===== src/rtl/iir_inverse_filter.sv =====
// iir_inverse_filter
// First-order inverse (whitening) filter for the 4-bit first-order IIR section.
// It recovers x[n] = y[n] - (a*y[n-1])[3:0] mod 16 from the IIR output stream.
// The product a*y_prev is formed by a 4-cycle sequential signed shift-add
// multiplier. Samples move over valid/ready handshakes on both sides.
//
// Ports:
//   clk        clock, rising edge
//   rst        synchronous active-high reset
//   a          signed coefficient, captured on the input handshake only
//   y_in       signed filtered sample y[n]
//   in_valid   y_in / a valid
//   in_ready   block can accept a sample (IDLE and not in reset)
//   x_out      signed recovered sample x[n]
//   out_valid  x_out valid
//   out_ready  downstream accepts x_out
//   busy       a sample is in flight (MUL or OUT)
module iir_inverse_filter (
  input  logic       clk,
  input  logic       rst,
  input  logic [3:0] a,
  input  logic [3:0] y_in,
  input  logic       in_valid,
  output logic       in_ready,
  output logic [3:0] x_out,
  output logic       out_valid,
  input  logic       out_ready,
  output logic       busy
);

  localparam logic [1:0] IDLE = 2'd0;
  localparam logic [1:0] MUL  = 2'd1;
  localparam logic [1:0] OUT  = 2'd2;

  logic [1:0] state;
  logic [3:0] y_prev, y_cur, a_lat;
  logic [7:0] prod, addend, prod_next;
  logic [1:0] cnt;

  // One multiplier bit per cycle. Bit 3 carries the negative two's-complement
  // weight, so that partial product is subtracted instead of added.
  always_comb begin
    addend    = {{4{a_lat[3]}}, a_lat} << cnt;
    prod_next = prod;
    if (y_prev[cnt]) begin
      if (cnt == 2'd3) prod_next = prod - addend;
      else             prod_next = prod + addend;
    end
  end

  always_ff @(posedge clk) begin
    if (rst) begin
      state     <= IDLE;
      y_prev    <= 4'd0;
      y_cur     <= 4'd0;
      a_lat     <= 4'd0;
      prod      <= 8'd0;
      cnt       <= 2'd0;
      x_out     <= 4'd0;
      out_valid <= 1'b0;
    end else begin
      case (state)
        IDLE: begin
          if (in_valid) begin
            y_cur <= y_in;
            a_lat <= a;
            prod  <= 8'd0;
            cnt   <= 2'd0;
            state <= MUL;
          end
        end
        MUL: begin
          prod <= prod_next;
          cnt  <= cnt + 2'd1;
          if (cnt == 2'd3) begin
            // Only the low nibble of the product matters: mod-16 arithmetic.
            x_out     <= y_cur - prod_next[3:0];
            out_valid <= 1'b1;
            state     <= OUT;
          end
        end
        OUT: begin
          if (out_ready) begin
            y_prev    <= y_cur;
            out_valid <= 1'b0;
            state     <= IDLE;
          end
        end
        default: state <= IDLE;
      endcase
    end
  end

  assign in_ready = (state == IDLE) && !rst;
  assign busy     = (state == MUL) || (state == OUT);

endmodule


===== config.mk =====
export PLATFORM = sky130hd
export DESIGN_NAME = iir_inverse_filter
export DESIGN_NICKNAME = d
export VERILOG_FILES = /design/src/rtl/iir_inverse_filter.sv
export SDC_FILE = /design/constraint.sdc
export NUM_CORES = 1
export LEC_CHECK = 0
export ABC_AREA = 1
export CORE_ASPECT_RATIO = 1.25
export CORE_UTILIZATION = 45
export DETAILED_ROUTE_END_ITERATION = 6
export PLACE_DENSITY = 0.73
export RECOVER_POWER = 50
export SETUP_SLACK_MARGIN = 0.2
export SLEW_MARGIN = 20
export SYNTH_ARGS = -nofsm -noshare
export SYNTH_HDL_FRONTEND = slang
export SYNTH_SLANG_ARGS = --single-unit
export TNS_END_PERCENT = 50

===== constraint.sdc =====
create_clock -name clk -period 3.1 [get_ports clk]
set_input_delay 0.93 -clock clk [delete_from_list [all_inputs] [get_ports clk]]
set_output_delay 0.93 -clock clk [all_outputs]
set_load 0.02 [all_outputs]

==> results of run 1 <==
## logic make-up (layout without fill, tap and decap cells)
kind of cell / after synthesis / after routing / synth area share [%]
AND/OR/NAND/NOR: 80 / 80 / 24.7
adder cells (fa/ha/maj): 13 / 13 / 12.2
flip-flops: 25 / 25 / 34.2
XOR/XNOR: 4 / 4 / 2.40
AO/OA/AOI/OAI: 47 / 47 / 16.4
buffers and inverters: 36 / 61 / 10.1
## how the worst max path moves through the flow
stage          slack, ps  endpoint
2_1_floorplan        220  x_out[3]
3_3_place_gp         110  x_out[3]
3_5_place_dp          90  x_out[3]
4_1_cts              110  x_out[3]
5_1_grt               40  x_out[3]
6_report             260  in_ready
## power groups by stage
stage | combinational [µW] | clock [µW] | sequential [µW]
final | 269 | 156 | 353
after CTS | 253 | 162 | 353
after detailed placement | 251 | 0 | 359
after global routing | 310 | 175 | 355
after floorplan | 198 | 0 | 353
after global placement | 247 | 0 | 359
## final cells by class
class                           instances  share of cell area (%)
Clock buffer                            3                    1.27
Clock inverter                          1                   0.495
Inverter                               32                    7.07
Multi-Input combinational cell        144                    47.1
Sequential cell                        25                    28.6
Tap cell                               36                    2.54
Timing Repair Buffer                   25                    12.9
## layer usage
| layer | vias to the layer above | track usage (%) |
|---|---|---|
| met2 | 19 | 33.2 |
| met1 | 612 | 24.5 |
| met5 | - | 0 |
| met4 | 0 | 8.88 |
| met3 | 4 | 1.62 |
| li1 | 707 | - |
## cell usage in the layout (no fill, tap or decap), types with 6 or more instances in the layout
| cell type | n |
|---|---|
| a21oi_1 | 21 |
| buf_4 | 6 |
| clkdlybuf4s50_1 | 14 |
| dfxtp_1 | 22 |
| ha_1 | 10 |
| inv_1 | 27 |
| nand2_1 | 37 |
| nand2_2 | 8 |
| nand3_1 | 9 |
| nor2_1 | 19 |
| o21ai_0 | 21 |
## repair_timing
item,in CTS,in global routing
resized for setup,3,10
buffers inserted,0,4
endpoints found under the setup margin,2,4
pin swaps,0,4
## sequential cells by signal (all words and copies together), names as in the netlist
register,count
cnt,2
x_out,4
out_valid,1
state,2
y_prev,4
prod,4
a_lat,4
y_cur,4
## worst min-delay path, delay by kind of cell, from the launching register on
kind	cells	cell delay, ps
AOI/OAI and AO/OA	1	50
DFF	1	350
and+or+nand+nor	1	60
## through the flow
| step | worst slack, ps | utilization, % | total power [µW] | instances | area, µm² |
|---|---|---|---|---|---|
| 6_report | 264 | 59.0 | 779 | 266 | 1770 |
| 4_1_cts | 105 | 57.3 | 767 | 262 | 1720 |
| 5_1_grt | 40.0 | 59.0 | 840 | 266 | 1770 |
| 3_5_place_dp | 89.8 | 56.2 | 610 | 258 | 1690 |
| 2_1_floorplan | 217 | - | 551 | 205 | 1460 |
| 3_3_place_gp | 107 | 56.2 | 606 | 258 | 1690 |
==> reports/metrics.cfg, run 1 <==
[setup_path]
start_kind=primary input
crit_chain=dlygate4sd3_1 -> nor2_1 -> dlygate4sd2_1
crit_start=rst
r2r_end=x_out[3]
cp.arrival_ps=1910
slowest_stage=dlygate4sd3_1
r2r_slack_ps=270
worst_path_dominant_cell_family=buffers and inverters
cp_max_fo=2
crit_cells=3
timing.rr.start=cnt[0]
criticalPathCategory=primary input to output port
slowest_delay_ps=550
required_ps=2170
worst-path-buf-inv=2
ff2ff_path_depth=19
cp-end-kind=output port

[drt]
viasPerCell=5.05
drtPass1Iterations=4
drc=0
avgRoutedWirePerCell_um=11.0
wl_met1_um=1340
drt_iter0_markers=12
dr_wl_met3_um=69
wl_met2_um=1470
detail-route-antenna-nets=0
routed.top_layer=met4
via_count=1342
routed_wl_um=2920

[floorplan]
die_x_um=53.0
die_y_um=65.7
pin_count=19
fp.coreArea_mm2=0.00300
die-area_mm2=0.00348
initial_utilization_pct=48.7
rows=22

[hold_path]
worstHoldStart=state[1]
hold_depth=2
whs_endpoint=state[1]
hold_path_class=register to register

[pwr]
clockPowerShare_pct=20.0
p_switching_uw=274
power_switching_share_pct=35.2
powerDensity_mw_per_mm2=440
peakVddDrop_v=0.000319
power_frac_seq_pct=45.4
comb_power_share_pct=34.6
internal_power_uw=504
p_leak_uw=0.000760

[global_route]
antenna_found_initial=0
grt_pass1_vias=1195
grt_pass1_wl_um=5040
track_usage_pct=19.6
grt_overflow_total=0
grt_max_degree=19

[finish]
multiInputGateArea_um2=835
layout-drive-gt1-share_pct=15.7
fillers=268
diodes=0
syn_to_final_growth_pct=21.1
seqCellArea_um2=507
nets=256

[placed_design]
portBuffers=18
gp_congestion=0.759
place_hpwl_um=2150

[logic_synthesis]
synth_area_per_cell_um2=7.13
async_flop_share_pct=0
synth_area_mm2=0.00146
synthFlopType=dfxtp_1
ys_seq_area_share_pct=34.2
yosysWarnings=0
yosysTopAreaCell=dfxtp_1
synth_cells=205
synth_nets=230
synth-edff-count=0
synthTopCellsByArea=dfxtp_1 (34%), nand2_1 (9.8%), ha_1 (9.4%), o21ai_0 (8.2%), a21oi_1 (7.2%)
ys_types=23
ys_top_cells_by_count=nand2_1 (38), inv_1 (27), dfxtp_1 (25)
ys_seq_elements=25
yosysMostFrequentCell=nand2_1
synth.top_cell.area_share_pct=34.2

[clock_network]
cts_tree=yes
cts_buffers=3
worstSkewPairLatency_ps=330
ctsHtreeMaxLevel=1
clk_path_buf_depth=2
clk_pin_slew_ps=130
clock-sinks=25
cts_hold_buf=0
cts_root_buf=clkbuf_4

[timing]
rsz0062_at_grt=yes
worstMarginPinSlew_ps=742
min_period_ps=2840
slew_violations=0
fin_skew_ps=20.1
hold_viol_final=0
min_period_over_period_pct=91.5
holdWs_ps=494
slew-limit-headroom_pct=50.0
final-setup-viol-count=0
fmax_mhz=353
fin_setup_tns_ps=0

[status]
status=finished clean

[flow_run]
drv_cap=0

Power figures use the tool's default switching activity.
==> run 2: changes to the inputs <==
Settings changed: RECOVER_POWER 50 to 100.
==> reports/metrics.cfg, run 2 (synthesis gave the netlist of run 1 again) <==
[status]
status=finished clean

[timing]
fmax_mhz=353
fin_skew_ps=20.2
worstMarginPinSlew_ps=742
min_period_ps=2840
rsz0062_at_grt=yes
hold_viol_final=0
slew-limit-headroom_pct=50.0
final-setup-viol-count=0
fin_setup_tns_ps=0
min_period_over_period_pct=91.5
slew_violations=0

[clock_network]
clk_path_buf_depth=2
worstSkewPairLatency_ps=330
cts_hold_buf=0
clock-sinks=25
ctsHtreeMaxLevel=1
clk_pin_slew_ps=130
cts_tree=yes
cts_buffers=3
cts_root_buf=clkbuf_4

[pwr]
power_frac_seq_pct=45.6
p_leak_uw=0.000780
internal_power_uw=502
total_power_uw=775
p_switching_uw=273
comb_power_share_pct=34.3
powerDensity_mw_per_mm2=438
power_switching_share_pct=35.2
clockPowerShare_pct=20.1
peakVddDrop_v=0.000318

[floorplan]
rows=22
fp.coreArea_mm2=0.00300
die-area_mm2=0.00348
die_x_um=53.0
die_y_um=65.7
pin_count=19
initial_utilization_pct=48.7

[setup_path]
criticalPathCategory=primary input to output port
crit_end=in_ready
crit_chain=dlygate4sd3_1 -> nor2_1 -> dlygate4sd2_1
worst-path-buf-inv=2
required_ps=2170
ff2ff_path_depth=19
slowest_stage=dlygate4sd3_1
start_kind=primary input
crit_start=rst
r2r_slack_ps=270
cp.arrival_ps=1910
slowest_delay_ps=550
cp_max_fo=2
cp-end-kind=output port
worst_path_dominant_cell_family=buffers and inverters
r2r_end=x_out[3]
crit_cells=3
timing.rr.start=cnt[0]

[global_route]
grt_max_degree=19
grt_pass1_vias=1195
antenna_found_initial=0
grt_pass1_wl_um=5040
track_usage_pct=19.6
grt_overflow_total=0

[drt]
avgRoutedWirePerCell_um=11.0
drc=0
drtPass1Iterations=4
detail-route-antenna-nets=0
routed_wl_um=2920
via_count=1343
viasPerCell=5.05
drt_iter0_markers=12

[flow_run]
drv_cap=0

[finish]
syn_to_final_growth_pct=21.0
seqCellArea_um2=507
final_common_cell=nand2_1
final_cell_mix=nand2_1 (38), inv_1 (27), dfxtp_1 (22)
diodes=0
fillers=268
multiInputGateArea_um2=832
nets=256
final_area_mm2=0.00177
layout-drive-gt1-share_pct=15.2
instances_no_fill=266

[hold_path]
worstHoldStart=state[1]
hold_path_class=register to register

[placed_design]
gp_congestion=0.759
placedCellCount=258
place_hpwl_um=2150
portBuffers=18
placed_area_mm2=0.00169

==> run 2: worst min-delay path by stage <==
stage                      to  slack (ps)  cells after the start
global placement     a_lat[2]         460                      2
detailed placement  y_prev[2]         470                      2
finish               state[1]         490                      2
global route         state[1]         510                      2
floorplan            a_lat[2]         440                      2
CTS                   prod[0]         500                      2
==> run 2: stage by stage <==
step / worst slack [ps] / util, % / hold WS (ps)
final: 264 / 58.9 / 494
after global routing: 40.0 / 58.9 / 512
after CTS: 105 / 57.3 / 498
after detailed placement: 89.8 / 56.2 / 475
after global placement: 107 / 56.2 / 463
after floorplan: 217 / - / 444
==> run 2: power by group through the flow <==
stage | clock, µW | combinational [µW] | sequential [µW]
3_5_place_dp | 0 | 251 | 359
6_report | 156 | 266 | 353
5_1_grt | 175 | 306 | 355
2_1_floorplan | 0 | 198 | 353
4_1_cts | 162 | 253 | 353
3_3_place_gp | 0 | 247 | 359
==> run 2: tightest hold or removal path, cell delays in order, from the launching register on <==
cell and delay (ps):
dfxtp_1 350, nand2_1 60, a21oi_1 50
==> run 2: layer usage <==
metal	GRT usage [%]	wire, µm
met5	0	0
met1	24.5	1330
met3	1.62	69
met4	8.88	47
met2	33.2	1470
==> run 2: layout make-up <==
| cell class | count | share of cell area [%] |
|---|---|---|
| multi-input cells | 144 | 47.1 |
| well taps | 36 | 2.55 |
| repair buffers | 25 | 12.9 |
| clock buffers | 3 | 1.27 |
| clock inverters | 1 | 0.495 |
| inverters | 32 | 7.08 |
| flip-flops and latches | 25 | 28.7 |
==> run 2: timing repair <==
| action | 4_1_cts | 5_1_grt |
|---|---|---|
| resized for setup | 3 | 10 |
| pin swaps | 0 | 4 |
| setup buffers | 0 | 4 |
| cloned | 0 | 0 |
| endpoints found under the setup margin | 2 | 4 |
==> run 3: changes to the inputs <==
Settings changed: CORE_MARGIN set to 2.
==> reports/metrics.cfg, run 3 (synthesis gave the netlist of run 1 again) <==
[placed_design]
portBuffers=18
place_hpwl_um=2210
gp_congestion=0.831
placedCellCount=259
placed_area_mm2=0.00169

[timing]
worstMarginPinSlew_ps=689
hold_viol_final=0
final-setup-viol-count=0
min_period_over_period_pct=92.0
fin_skew_ps=1.76
slew-limit-headroom_pct=53.5
fin_setup_tns_ps=0
fmax_mhz=351
slew_violations=0
min_period_ps=2850
rsz0062_at_grt=no
holdWs_ps=489

[global_route]
grt_pass1_wl_um=4770
grt_overflow_total=0
track_usage_pct=17.6
antenna_found_initial=0
grt_max_degree=19
grt_pass1_vias=1123

[setup_path]
cp.arrival_ps=3060
required_ps=3310
worst-path-buf-inv=4
r2r_slack_ps=250
path_common_cell=nor2_1
criticalPathCategory=register to register
start_kind=register
worst_path_dominant_cell_family=adder cells
crit_chain=clkinv_4 -> nand2_4 -> nor2_1 -> inv_2 -> ha_4 -> inv_2 -> o21ai_4 -> fa_2 -> o21ai_2 -> inv_1 -> ha_1 -> nand2_1 -> o21ai_2 -> xnor2_2 -> nand3_1 -> nand2_1 -> nor2_1 -> nor2_1
cp_max_fo=4
cp-end-kind=register
slowest_stage=fa_2
slowest_delay_ps=450

[drt]
detail-route-antenna-nets=0
drt_iter0_markers=25
via_count=1320
drc=0
avgRoutedWirePerCell_um=11.8
viasPerCell=4.96
drtPass1Iterations=4
routed_wl_um=3130

[floorplan]
initial_utilization_pct=46.2
die-area_mm2=0.00372
die_x_um=55.0
fp.coreArea_mm2=0.00317
pin_count=19
die_y_um=67.7
rows=23

[clock_network]
clk_pin_slew_ps=80
cts_tree=yes
cts_buffers=3
ctsHtreeMaxLevel=1
worstSkewPairLatency_ps=260
cts_root_buf=clkbuf_8
clock-sinks=25
clk_path_buf_depth=2

[pwr]
comb_power_share_pct=35.1
power_frac_seq_pct=42.3
p_leak_uw=0.000791
peakVddDrop_v=0.000296
powerDensity_mw_per_mm2=455
p_switching_uw=283
power_switching_share_pct=33.7
clockPowerShare_pct=22.6
internal_power_uw=555

[finish]
final_area_mm2=0.00184
nets=255
layout-drive-gt1-share_pct=17.5
final_common_cell=nand2_1
final_cell_mix=nand2_1 (36), inv_1 (25), dfxtp_1 (22)
fin_util_pct=58.2
syn_to_final_growth_pct=26.0
diodes=0
instances_no_fill=266

[status]
status=finished clean

[flow_run]
drv_cap=0

[hold_path]
hold_path_class=register to register

-- run 3: cell count changes in the layout (fill, tap and decap cells not counted), sizes merged --
| cell | change |
|---|---|
| buf | -2 |
| clkbuf | +2 |
| clkinv | +1 |
| inv | -2 |
-- run 3: area by class of cell --
class,instances,area [µm²]
clock buffers,4,45.0
fillers,307,1320
inverters,32,128
multi-input cells,144,897
flip-flops and latches,25,509
well taps,37,46.3
repair buffers,24,216
-- run 3: worst reg2reg max path, delay by kind of cell, from the launching register on --
family / cells / cell delay, ps
AND/OR/NAND/NOR: 7 / 570
buffers and inverters: 4 / 230
flip-flops: 1 / 370
adder cells (fa/ha/maj): 3 / 980
AO/OA/AOI/OAI: 3 / 500
XOR/XNOR: 1 / 140
-- run 3: final timing paths --
check	cells after the start	end	start
max	18	x_out[3]	cnt[0]
min	2	y_prev[3]	y_prev[3]
max reg2reg	18	x_out[3]	cnt[0]
min reg2reg	2	y_prev[3]	y_prev[3]
-- run 3: metrics by stage --
stage | power, µW | setup slack (ps)
finish | 838 | 248
global route | 889 | 118
floorplan | 551 | 217
CTS | 805 | 110
global placement | 604 | 115
detailed placement | 610 | 94.4
-- run 3: what timing repair did --
action,in CTS,in global routing
gates cloned,0,0
setup endpoints to repair,2,1
gates resized for setup,4,24
hold buffers,0,0
pin swaps,2,15
buffers inserted,1,2
-- run 3: power groups by stage --
stage          logic [µW]  registers (µW)  clock network, µW
2_1_floorplan         198             353                  0
3_3_place_gp          246             358                  0
3_5_place_dp          252             358                  0
4_1_cts               258             352                196
5_1_grt               328             356                205
6_report              294             354                189
-- run 3: routing by layer --
layer / up-vias / part of all wire, % / routed length, µm / GRT usage [%]
li1: 706 / - / - / -
met1: 597 / 46 / 1430 / 21.5
met2: 12 / 51 / 1610 / 30.4
met5: - / 0 / 0 / 0
met3: 5 / 1.5 / 47 / 1.99
met4: 0 / 1.5 / 48 / 7.32
==> patch (settings of run 2) <==
Make the reset (`rst`) asynchronous in one clocked block. Comments in the files are not updated.
--- a/src/rtl/iir_inverse_filter.sv
+++ b/src/rtl/iir_inverse_filter.sv
@@ -50,3 +50,3 @@
 
-  always_ff @(posedge clk) begin
+  always_ff @(posedge clk or posedge rst) begin
     if (rst) begin
Check against the original RTL: differs if rst is asserted again (counterexample within 4 cycles, from zero or initial values and one cycle with rst high); with rst held inactive, the same outputs for 10 cycles.
==> patch against run 2 <==
Worst setup slack worse by 0.0095 ns; global-route usage down 0.43 points; clock skew down 0.011 ns; wire length up 7.6%; design area up 7.9%; critical path type unchanged; fmax down 0.33%; via count down 5.4%; sequential cell count unchanged; area after synthesis up 3.1%; synthesized cell count down 11%; critical path depth unchanged.
Power is left out: the tool's default activity adds up to more than one toggle a clock period on the data nets, which glitch-free logic cannot reach.
==> patch: results (changes against run 2) <==
vias in the first global route 1,193 (was 1,195); master cell of the clock root buffer clkbuf_8 (was clkbuf_4); Area after DPL 1770 um^2 (was 1690 um^2); clk_lat worst skew 0.27 ns (was 0.33 ns); relative slew slack 13.2% (was 50.0%); Commonest cells post-synth nand2_1 (45), inv_1 (26), dfrtp_1 (25) (was nand2_1 (38), inv_1 (27), dfxtp_1 (25)); largest cells by area after synthesis dfrtp_1 (42%), nand2_1 (11%), ha_1 (9.1%) (was dfxtp_1 (34%), nand2_1 (9.8%), ha_1 (9.4%)); ys async rst share 100% (was 0%); Layout Nets 238 (was 256); largest net degree at the start of global routing 26 (was 19); fraction of layout cells with a size suffix above 1 18.9% (was 15.2%); hold slack final 0.477 ns (was 0.494 ns); net count after synthesis 208 (was 230); CTS Buf Count 3 (unchanged); Layout Skew 0.00937 ns (was 0.0202 ns); sequential element share of the synthesized area 41.5% (was 34.2%); Clock transition at path regs 0.08 ns (was 0.13 ns); dpl cells 242 (was 258); flop2flop setup slack 0.26 ns (was 0.27 ns); drt total wl 3140 um (was 2920 um); dpl hpwl 2330 um (was 2150 um); GPL Wtd Cong 0.777 (was 0.759); Cells after Synth 183 (was 205); detailed-route via count 1,271 (was 1,343); global-route wire length before repair 4880 um (was 5040 um); number of DRC markers in iteration 0 14 (was 12); routed vias/inst 5.10 (was 5.05); slowest stage delay, CP 0.55 ns (about the same); number of library cell types mapped by synthesis 24 (was 23); aggregate global-route resource usage 19.2% (was 19.6%); outcome finished clean (unchanged)
patch: layer usage:
| layer | up-vias | global-route usage (%) | share of wire (%) |
|---|---|---|---|
| met2 | 21 | 33.2 | 53 |
| met1 | 593 | 21.6 | 42 |
| li1 | 650 | - | - |
| met4 | 0 | 11.8 | 2.8 |
| met3 | 7 | 2.05 | 2.4 |
| met5 | - | 0 | 0 |
patch: timing repair:
action                     4_1_cts  5_1_grt
setup buffers                    1        2
hold endpoints to repair         0        0
hold buffers                     0        0
gates resized for setup          2       18
setup endpoints to repair        2        3
pin swaps                        2       17
patch: area by class of cell:
type	count	area, um^2
clock buffer	3	41.3
clock inverter	1	5.00
fill	267	1290
inverter	29	109
multi-input combinational	126	830
sequential	25	626
tap	37	46.3
timing repair buffer	28	250
patch: stage by stage:
| step | util [%] | setup slack, ns |
|---|---|---|
| after detailed placement | 55.5 | 0.103 |
| final | 59.7 | 0.255 |
| after floorplan | - | 0.227 |
| after global placement | 55.5 | 0.121 |
| after global routing | 59.7 | 0.106 |
| after CTS | 57.2 | 0.0951 |
patch: worst paths after layout:
| path | start | endpoint | cells past startpoint |
|---|---|---|---|
| worst max-delay path | rst | in_ready | 3 |
| worst min-delay path | x_out[1] | x_out[1] | 2 |
| worst max register to register | cnt[0] | x_out[3] | 18 |
| worst min register to register | x_out[1] | x_out[1] | 2 |
| max in group asynchronous | rst | prod[3] | 3 |
| min in group asynchronous | rst | a_lat[0] | 3 |
patch: cell families (layout without fill, tap and decap cells):
kind of cell | after synthesis | after routing | synth area share [%]
muxes | 5 | 5 | 3.74
buffers and inverters | 32 | 61 | 8.06
adders and majority gates | 13 | 13 | 11.8
AOI/OAI and AO/OA | 27 | 27 | 9.39
xor gates and xnor gates | 4 | 4 | 2.33
DFF | 25 | 25 | 41.5
and+or+nand+nor | 77 | 77 | 23.2
patch: worst max-delay path, delay by kind of cell:
family / cells / cell delay (ns)
and+or+nand+nor: 1 / 0.10
buffers and inverters: 2 / 0.88
